## config.mk

```make
export PLATFORM = sky130hd
export DESIGN_NAME = traffic_phase_scheduler
export DESIGN_NICKNAME = d
export VERILOG_FILES = /design/src/rtl/traffic_pkg.sv /design/src/rtl/phase_dwell_counter.sv /design/src/rtl/traffic_phase_scheduler.sv
export SDC_FILE = /design/constraint.sdc
export NUM_CORES = 1
export LEC_CHECK = 0
export ABC_AREA = 1
export CAP_MARGIN = 20
export CORE_ASPECT_RATIO = 0.7
export CORE_MARGIN = 4
export CORE_UTILIZATION = 50
export CTS_CLUSTER_DIAMETER = 30
export DETAILED_ROUTE_END_ITERATION = 6
export GPL_ROUTABILITY_DRIVEN = 0
export MAX_ROUTING_LAYER = met4
export PLACE_DENSITY = 0.85
export REMOVE_ABC_BUFFERS = 1
export SLEW_MARGIN = 20
export SYNTH_ARGS = -nofsm -noshare
export SYNTH_HDL_FRONTEND = slang
export SYNTH_SLANG_ARGS = --single-unit
```

## constraint.sdc

```tcl
create_clock -name clk -period 2.1 [get_ports clk]
set_input_delay 0.315 -clock clk [delete_from_list [all_inputs] [get_ports clk]]
set_output_delay 0.315 -clock clk [all_outputs]
set_load 0.02 [all_outputs]
```

## src/rtl/traffic_pkg.sv

```systemverilog
// Shared lamp, direction and phase encodings for the intersection controllers.
// Both the fixed-time light controller and the actuated phase scheduler use it.
package traffic_pkg;

    localparam logic [2:0] LAMP_GREEN  = 3'b001;
    localparam logic [2:0] LAMP_YELLOW = 3'b010;
    localparam logic [2:0] LAMP_RED    = 3'b100;

    localparam logic DIR_A = 1'b0;
    localparam logic DIR_B = 1'b1;

    localparam logic [6:0] PH_A_GREEN   = 7'b0000001;
    localparam logic [6:0] PH_A_YELLOW  = 7'b0000010;
    localparam logic [6:0] PH_ALL_RED_AB = 7'b0000100;
    localparam logic [6:0] PH_B_GREEN   = 7'b0001000;
    localparam logic [6:0] PH_B_YELLOW  = 7'b0010000;
    localparam logic [6:0] PH_ALL_RED_BA = 7'b0100000;
    localparam logic [6:0] PH_PED_WALK  = 7'b1000000;

    typedef enum logic [6:0] {
        A_GREEN    = PH_A_GREEN,
        A_YELLOW   = PH_A_YELLOW,
        ALL_RED_AB = PH_ALL_RED_AB,
        B_GREEN    = PH_B_GREEN,
        B_YELLOW   = PH_B_YELLOW,
        ALL_RED_BA = PH_ALL_RED_BA,
        PED_WALK   = PH_PED_WALK
    } phase_t;

endpackage

```

## src/rtl/phase_dwell_counter.sv

```systemverilog
// Dwell-time counter for a phase: clears on phase entry, counts one per tick,
// and holds once it reaches the saturation value.
module phase_dwell_counter #(
    parameter int CNT_W = 5
) (
    input  logic             clk,
    input  logic             rst,
    input  logic             clear,
    input  logic             enable,
    input  logic [CNT_W-1:0] sat,
    output logic [CNT_W-1:0] count
);

    always_ff @(posedge clk or posedge rst) begin
        if (rst) begin
            count <= '0;
        end else if (clear) begin
            count <= '0;
        end else if (enable && count != sat) begin
            count <= count + CNT_W'(1);
        end
    end

endmodule

```

## src/rtl/traffic_phase_scheduler.sv

```systemverilog
// Actuated two-road phase scheduler with latched pedestrian walk request.
// One clock tick is one second; lamp outputs are decoded from the phase register.
module traffic_phase_scheduler
    import traffic_pkg::*;
#(
    parameter int GREEN_MIN = 5,
    parameter int GREEN_MAX = 15,
    parameter int YELLOW    = 2,
    parameter int ALL_RED   = 2,
    parameter int WALK      = 6,
    parameter int CNT_W     = 5
) (
    input  logic       clk,
    input  logic       rst,
    input  logic       sensor_A,
    input  logic       sensor_B,
    input  logic       ped_req,
    output logic [2:0] light_A,
    output logic [2:0] light_B,
    output logic       walk,
    output logic       ped_pending
);

    localparam int LIM = 2 ** CNT_W;

    if (GREEN_MIN < 1 || GREEN_MAX < GREEN_MIN || GREEN_MAX >= LIM) begin : g_bad_green
        $error("traffic_phase_scheduler: green limits out of range");
    end
    if (YELLOW < 1 || YELLOW >= LIM || ALL_RED < 1 || ALL_RED >= LIM ||
        WALK < 1 || WALK >= LIM) begin : g_bad_fixed
        $error("traffic_phase_scheduler: fixed durations out of range");
    end

    localparam logic [CNT_W-1:0] GMIN_LAST = CNT_W'(GREEN_MIN - 1);
    localparam logic [CNT_W-1:0] GMAX_LAST = CNT_W'(GREEN_MAX - 1);
    localparam logic [CNT_W-1:0] YEL_LAST  = CNT_W'(YELLOW - 1);
    localparam logic [CNT_W-1:0] AR_LAST   = CNT_W'(ALL_RED - 1);
    localparam logic [CNT_W-1:0] WALK_LAST = CNT_W'(WALK - 1);

    phase_t           state, next_state;
    logic             next_dir, next_dir_d;
    logic             clear;
    logic [CNT_W-1:0] sat;
    logic [CNT_W-1:0] count;

    phase_dwell_counter #(.CNT_W(CNT_W)) u_dwell (
        .clk    (clk),
        .rst    (rst),
        .clear  (clear),
        .enable (1'b1),
        .sat    (sat),
        .count  (count)
    );

    always_ff @(posedge clk or posedge rst) begin
        if (rst) begin
            state    <= ALL_RED_BA;
            next_dir <= DIR_A;
        end else begin
            state    <= next_state;
            next_dir <= next_dir_d;
        end
    end

    // Green holds while its own road has traffic, up to GREEN_MAX, but only yields to real demand.
    always_comb begin
        next_state = state;
        next_dir_d = next_dir;
        sat        = '1;
        case (state)
            A_GREEN: begin
                sat = GMAX_LAST;
                if ((sensor_B || ped_pending) && count >= GMIN_LAST &&
                    (!sensor_A || count >= GMAX_LAST))
                    next_state = A_YELLOW;
            end
            A_YELLOW:
                if (count == YEL_LAST) next_state = ALL_RED_AB;
            ALL_RED_AB:
                if (count == AR_LAST) begin
                    next_state = ped_pending ? PED_WALK : B_GREEN;
                    next_dir_d = DIR_B;
                end
            B_GREEN: begin
                sat = GMAX_LAST;
                if ((sensor_A || ped_pending) && count >= GMIN_LAST &&
                    (!sensor_B || count >= GMAX_LAST))
                    next_state = B_YELLOW;
            end
            B_YELLOW:
                if (count == YEL_LAST) next_state = ALL_RED_BA;
            ALL_RED_BA:
                if (count == AR_LAST) begin
                    next_state = ped_pending ? PED_WALK : A_GREEN;
                    next_dir_d = DIR_A;
                end
            PED_WALK:
                if (count == WALK_LAST) next_state = (next_dir == DIR_A) ? A_GREEN : B_GREEN;
            default:
                next_state = ALL_RED_BA;
        endcase
        clear = (next_state != state);
    end

    // Entering the walk phase consumes the request, even if the button is pressed on that same edge.
    always_ff @(posedge clk or posedge rst) begin
        if (rst) begin
            ped_pending <= 1'b0;
        end else if (next_state == PED_WALK && state != PED_WALK) begin
            ped_pending <= 1'b0;
        end else if (ped_req && state != PED_WALK) begin
            ped_pending <= 1'b1;
        end
    end

    always_comb begin
        light_A = LAMP_RED;
        light_B = LAMP_RED;
        walk    = 1'b0;
        case (state)
            A_GREEN:  light_A = LAMP_GREEN;
            A_YELLOW: light_A = LAMP_YELLOW;
            B_GREEN:  light_B = LAMP_GREEN;
            B_YELLOW: light_B = LAMP_YELLOW;
            PED_WALK: walk    = 1'b1;
            default:  ;
        endcase
    end

endmodule

```

[Word level (Yosys, flattened, before mapping)]
Cells that the tools add are included.
Operators by class
  $add $sub $neg: 1
  $lt $le $gt $ge: 2
  equality and inequality tests: 15
  muxes and demuxes: 22
  reductions and logical operators: 17
Operator list (number)
  $mux 7: 9
  $pmux 7 s7: 1
  $mux 5: 3
  $eq 7x7->1 const B: 2
  $pmux 3 s2: 2
  $eq 7x1->1 const B: 1
  $eq 7x2->1 const B: 1
  $eq 7x3->1 const B: 1
  $eq 7x4->1 const B: 1
  $eq 7x5->1 const B: 1
  $eq 7x6->1 const B: 1
  $ne 7x7->1: 1
  $ne 7x7->1 const B: 1
  $logic_and 1x1->1: 6
  $reduce_bool 2->1: 3
  $add 5x1->5 const B: 1
  $eq 5x1->1 const B: 1
  $eq 5x3->1 const B: 1
  $ge 5x3->1 const B: 1
  $ge 5x4->1 const B: 1
  $mux 1: 5
  $ne 5x5->1: 1
  $logic_or 1x1->1: 4
  $mux 4: 1
  5 further kinds: 7
Storage, ports and cells
  flip-flop bits (word level): 14
  output and inout port bits: 8
  word-level logic and storage cells: 61

[Logic depth before layout (Yosys ltp)]
  word-level depth: 8
  depth in mapped cells: 13
  depth with buffers taken out: 13

[Modules after synthesis]
A second synthesis with hierarchy kept.
Second synthesis, totals
  cell total of the unflattened synthesis: 202
  area, all modules: 1248.7 um2
Modules (own cells, without submodules)
  traffic_phase_scheduler: times used 1, cells each 140, area an instance 854.6 um2, seq. area each 226.5 um2
  phase_dwell_counter: times used 1, cells each 62, area an instance 394.1 um2, seq. area each 125.1 um2

[Worst setup path after synthesis]
No wires, ideal clock.
  path kind: flip-flop to flip-flop
  start: register state[3]
  end: register u_dwell.count[0]
  arrival: 1.582 ns
  setup slack: 0.447 ns
  stages on the path, launching flop included: 10
  buffers on the path: 0
  path through: dfrtp_1 nor2_1 nand2_2 nor2_1 nand2_1 a21oi_1 nand3_1 nor2_2 nand2_2 nor2_1
Between the ends
  cells in the longest elaborated chain, start to end: 5
  elaborated cells on any way between the ends: 21
  those cells by class: eq/ne (9); mux (10); reduce/logical (2)
Ends and longest elaborated chain
  start: declaration: RTL line traffic_phase_scheduler.sv:40  | phase_t state, next_state;
  start signal: assignment: RTL line traffic_phase_scheduler.sv:60  | state <= next_state;
  branches (longest 5 deep; another with $eq 7x7->1)
  end signal: assignment: RTL line phase_dwell_counter.sv:20  | count <= count + CNT_W'(1);
  end: declaration: RTL line phase_dwell_counter.sv:11  | output logic [CNT_W-1:0] count
Several ways; the timed one is not identified.
A chain may end at the register's enable or synchronous reset.

[Final worst setup path]
  start: register state[0]
  end: output light_B[2]
Between the ends
  cells in the longest elaborated chain, start to end: 2
  elaborated cells on any way between the ends: 3
  those cells by class: eq/ne (2); mux (1)
Ends and longest elaborated chain
  $eq 7x5->1 or $eq 7x4->1 (tied branches): RTL line traffic_phase_scheduler.sv:120  | case (state)
  $pmux 3 s2 (*): RTL line traffic_phase_scheduler.sv:120
  end: declaration: RTL line traffic_phase_scheduler.sv:19  | output logic [2:0] light_B,
Mark *: on every way between the ends. The rest lies on a longest branch, timed or not.

==> summary.md <==
| Metric | Value |
|---|---|
| DP Cell Count | `213` |
| Clock Sinks | `14` |
| Synth-to-Final Area Change | `17.08%` |
| Cell area after synthesis | `between 1000 and 1500 um2` |
| # port buffers | `12` |
| Post-synth EDFFs | `0` |
| First-pass GRT wire length | `5.023 mm` |
| Fill count | `approximately 180` |
| Vias post-DR | `between 1,000 and 1,500` |
| Total power | `roughly 1.3 mW` |
| Clk pin slew, worst setup/hold paths | `around 0.090 ns` |
| Post-CTS setup buffers | `0` |
| Drt first-iter violations | `~130` |
| Clk_skew | `between 0.01 and 0.015 ns` |
| VDD IR max | `roughly 0.00064 V` |
| CTS root buf | `clkbuf_4` |
| Largest net degree at the start of global routing | `15` |
| Synth Flop Type | `dfrtp_1` |
| FMAX | `0.5018 GHz` |
| Fin cells | `between 200 and 250` |
| CTS Buf Count | `3` |
| Die width | `between 60 and 70 um` |
| Post-synthesis mux area share | `0` |
| DRC | `0` |
| Crit share post-route | `0.9490` |
| Min-Delay Path Class | `input pin to async pin` |
| Core area | `between 1500 and 2000 um2` |
| Most common cell after layout, fill and taps aside | `nand2_1` |
| CTS max path bufs | `2` |
| H-tree Lvls | `1` |
| P_leak | `between 0.7 and 0.8 nW` |
| Synth area leaders | `dfrtp_1, nand2_1, inv_1` |
| Hold Vio Cnt, Final | `0` |
| Setup ws final | `about 0.11 ns` |
| Status | `complete, no violations` |
| Max Cap Viol | `0` |
| Area of the die | `3023 um2` |
| DP Worst Slack | `approximately 0.088 ns` |
| RSZ-0062 raised after global routing | `false` |
| # nets final | `between 150 and 200` |
| # IOs | `13` |
| Sequential fraction of the synthesis area | `0.3200` |
| Area leader, netlist | `dfrtp_1` |
| # rows | `13` |
| Vias in the first global route | `1,148` |
| Initial antenna violation count | `0` |
| Layout cell share with drive strength beyond 1 | `0.1230` |
| CTS tree | `yes` |
| Synth unique cells | `25` |
| Yosys Warn Count | `0` |
| Ys async rst share | `1.000` |
| Drt first pass iters | `5` |
| Pins Over Slew Limit | `0` |
| Diodes inserted | `0` |
| Worst-Skew Late Latency | `around 0.30 ns` |
| Simple-gate share of the synthesized area | `0.3941` |
| Worst Path Arrival | `approximately 1.7 ns` |
| Crit path max fanout | `5` |
| Grt ovf | `0` |
| DP HPWL | `between 2 and 2.5 mm` |
| Synth Area per Inst | `6.387 um2` |
| Total GRT Usage | `0.2264` |
| Fin crit period | `approximately 2.0 ns` |
| Drt total wl | `slightly below 3 mm` |
| Setup Viol. Count Final | `0` |
| Syn Inst Count | `between 150 and 200` |
| WL/cell | `around 13 um` |
| Combinational family with the most area after synthesis | `simple AND/OR/NAND/NOR gates` |
| Synth Area in XOR/XNOR | `0.007973` |
| Initial Util | `0.5582` |
| Commonest non-fill, non-tap cells in the layout | `nand2_1, inv_1, nor2_1` |
| Startpoint Class | `register` |
| Via density | `between 5 and 6` |
| Setup TNS | `0 ns` |
| Complex-gate fraction of the synthesized area | `0.1173` |
| Critical Path End Type | `output port` |
| Least-Margin Pin Slew | `~0.58 ns` |
| Setup CP Type | `register to output port` |
| Synth Area in Adders | `0.03417` |
| Data required, critical path | `between 1.5 and 2 ns` |
| ANT nets after route | `0` |
| Cell area power density | `1005 nW/um2` |
| Die Y | `approximately 47 um` |
| Synthesized flop and latch total | `14` |
| Synth top area share | `0.2961` |
| Max-slew headroom | `0.6152` |
flip-flops by register name, indices dropped and copies added (netlist names):
| name | count |
|---|---|
| state | 7 |
| u_dwell.count | 5 |
| next_dir | 1 |
| ped_pending | 1 |
path summary, 6_finish.rpt:
check	startpoint	to	slack, ns	depth (start not counted)
setup / recovery	state[0]$_DFF_PP0_	light_B[2]	0.11	7
hold / removal	rst	u_dwell.count[3]$_DFFE_PP0P_	0.36	2
setup reg to reg	u_dwell.count[1]$_DFFE_PP0P_	u_dwell.count[2]$_DFFE_PP0P_	0.16	10
hold reg to reg	next_dir$_DFFE_PP0P_	next_dir$_DFFE_PP0P_	0.60	2
min in group clk	next_dir$_DFFE_PP0P_	next_dir$_DFFE_PP0P_	0.60	2
max in group asynchronous	rst	ped_pending$_DFFE_PP0P_	1.35	2
cells in the mapped netlist (2+ instances only):
master / number
a31oi_1: 2
nor2_1: 23
o211ai_1: 2
nand2_2: 6
nand4_1: 4
inv_2: 3
o21ai_0: 9
nand3_1: 14
nand2_1: 41
inv_1: 30
ha_1: 3
dfrtp_1: 13
a21oi_1: 6
nor2_2: 5
cell type report:
cell class	instances	area [um2]	share of cell area
well taps	30	37.54	0.02918
multi-input cells	123	620.6	0.4825
clock buffers	4	36.28	0.02821
repair buffers	12	112.6	0.08755
flip-flops and latches	14	351.6	0.2733
inverters	34	127.6	0.09922
worst max-delay path, cell delays in order (launching register included):
cell	delay [ns]
dfrtp_1	0.41
inv_1	0.12
nand2_1	0.09
nor2_1	0.17
nand2_2	0.12
nand2_1	0.12
inv_1	0.04
dlygate4sd2_1	0.31
power breakdown:
group	switching [mW]	internal [mW]	leakage (nW)
clock network	0.0963	0.106	0.0210
registers	0.0632	0.327	0.186
logic	0.478	0.221	0.503
per-stage QoR:
step                      hold WS, ns  area (um2)    util
after floorplan                0.2035        1087       -
after global placement         0.5498        1245  0.6325
after detailed placement       0.5492        1245  0.6325
after CTS                      0.3819        1272  0.6465
after global routing           0.3959        1286  0.6535
final                          0.3642        1286  0.6535
timing repair:
| item | in CTS | in global routing |
|---|---|---|
| cloned | 0 | 0 |
| hold buffers | 0 | 0 |
| gates resized for setup | 7 | 5 |
| endpoints found under the setup margin | 7 | 7 |
| pin swaps | 0 | 1 |
kinds of logic after synthesis:
group,after synthesis
compound gates,23
buf+inv,35
fa+ha+maj,3
simple gates,96
xor+xnor,1
flops,14
metal layers:
metal	GRT usage	vias to the layer above	part of all wire
li1	-	569	-
met1	0.2595	540	0.42
met2	0.3676	80	0.41
met3	0.07416	25	0.11
met4	0.1073	0	0.048
met5	-	-	0
No activity file was read; power rests on OpenSTA's default activity.
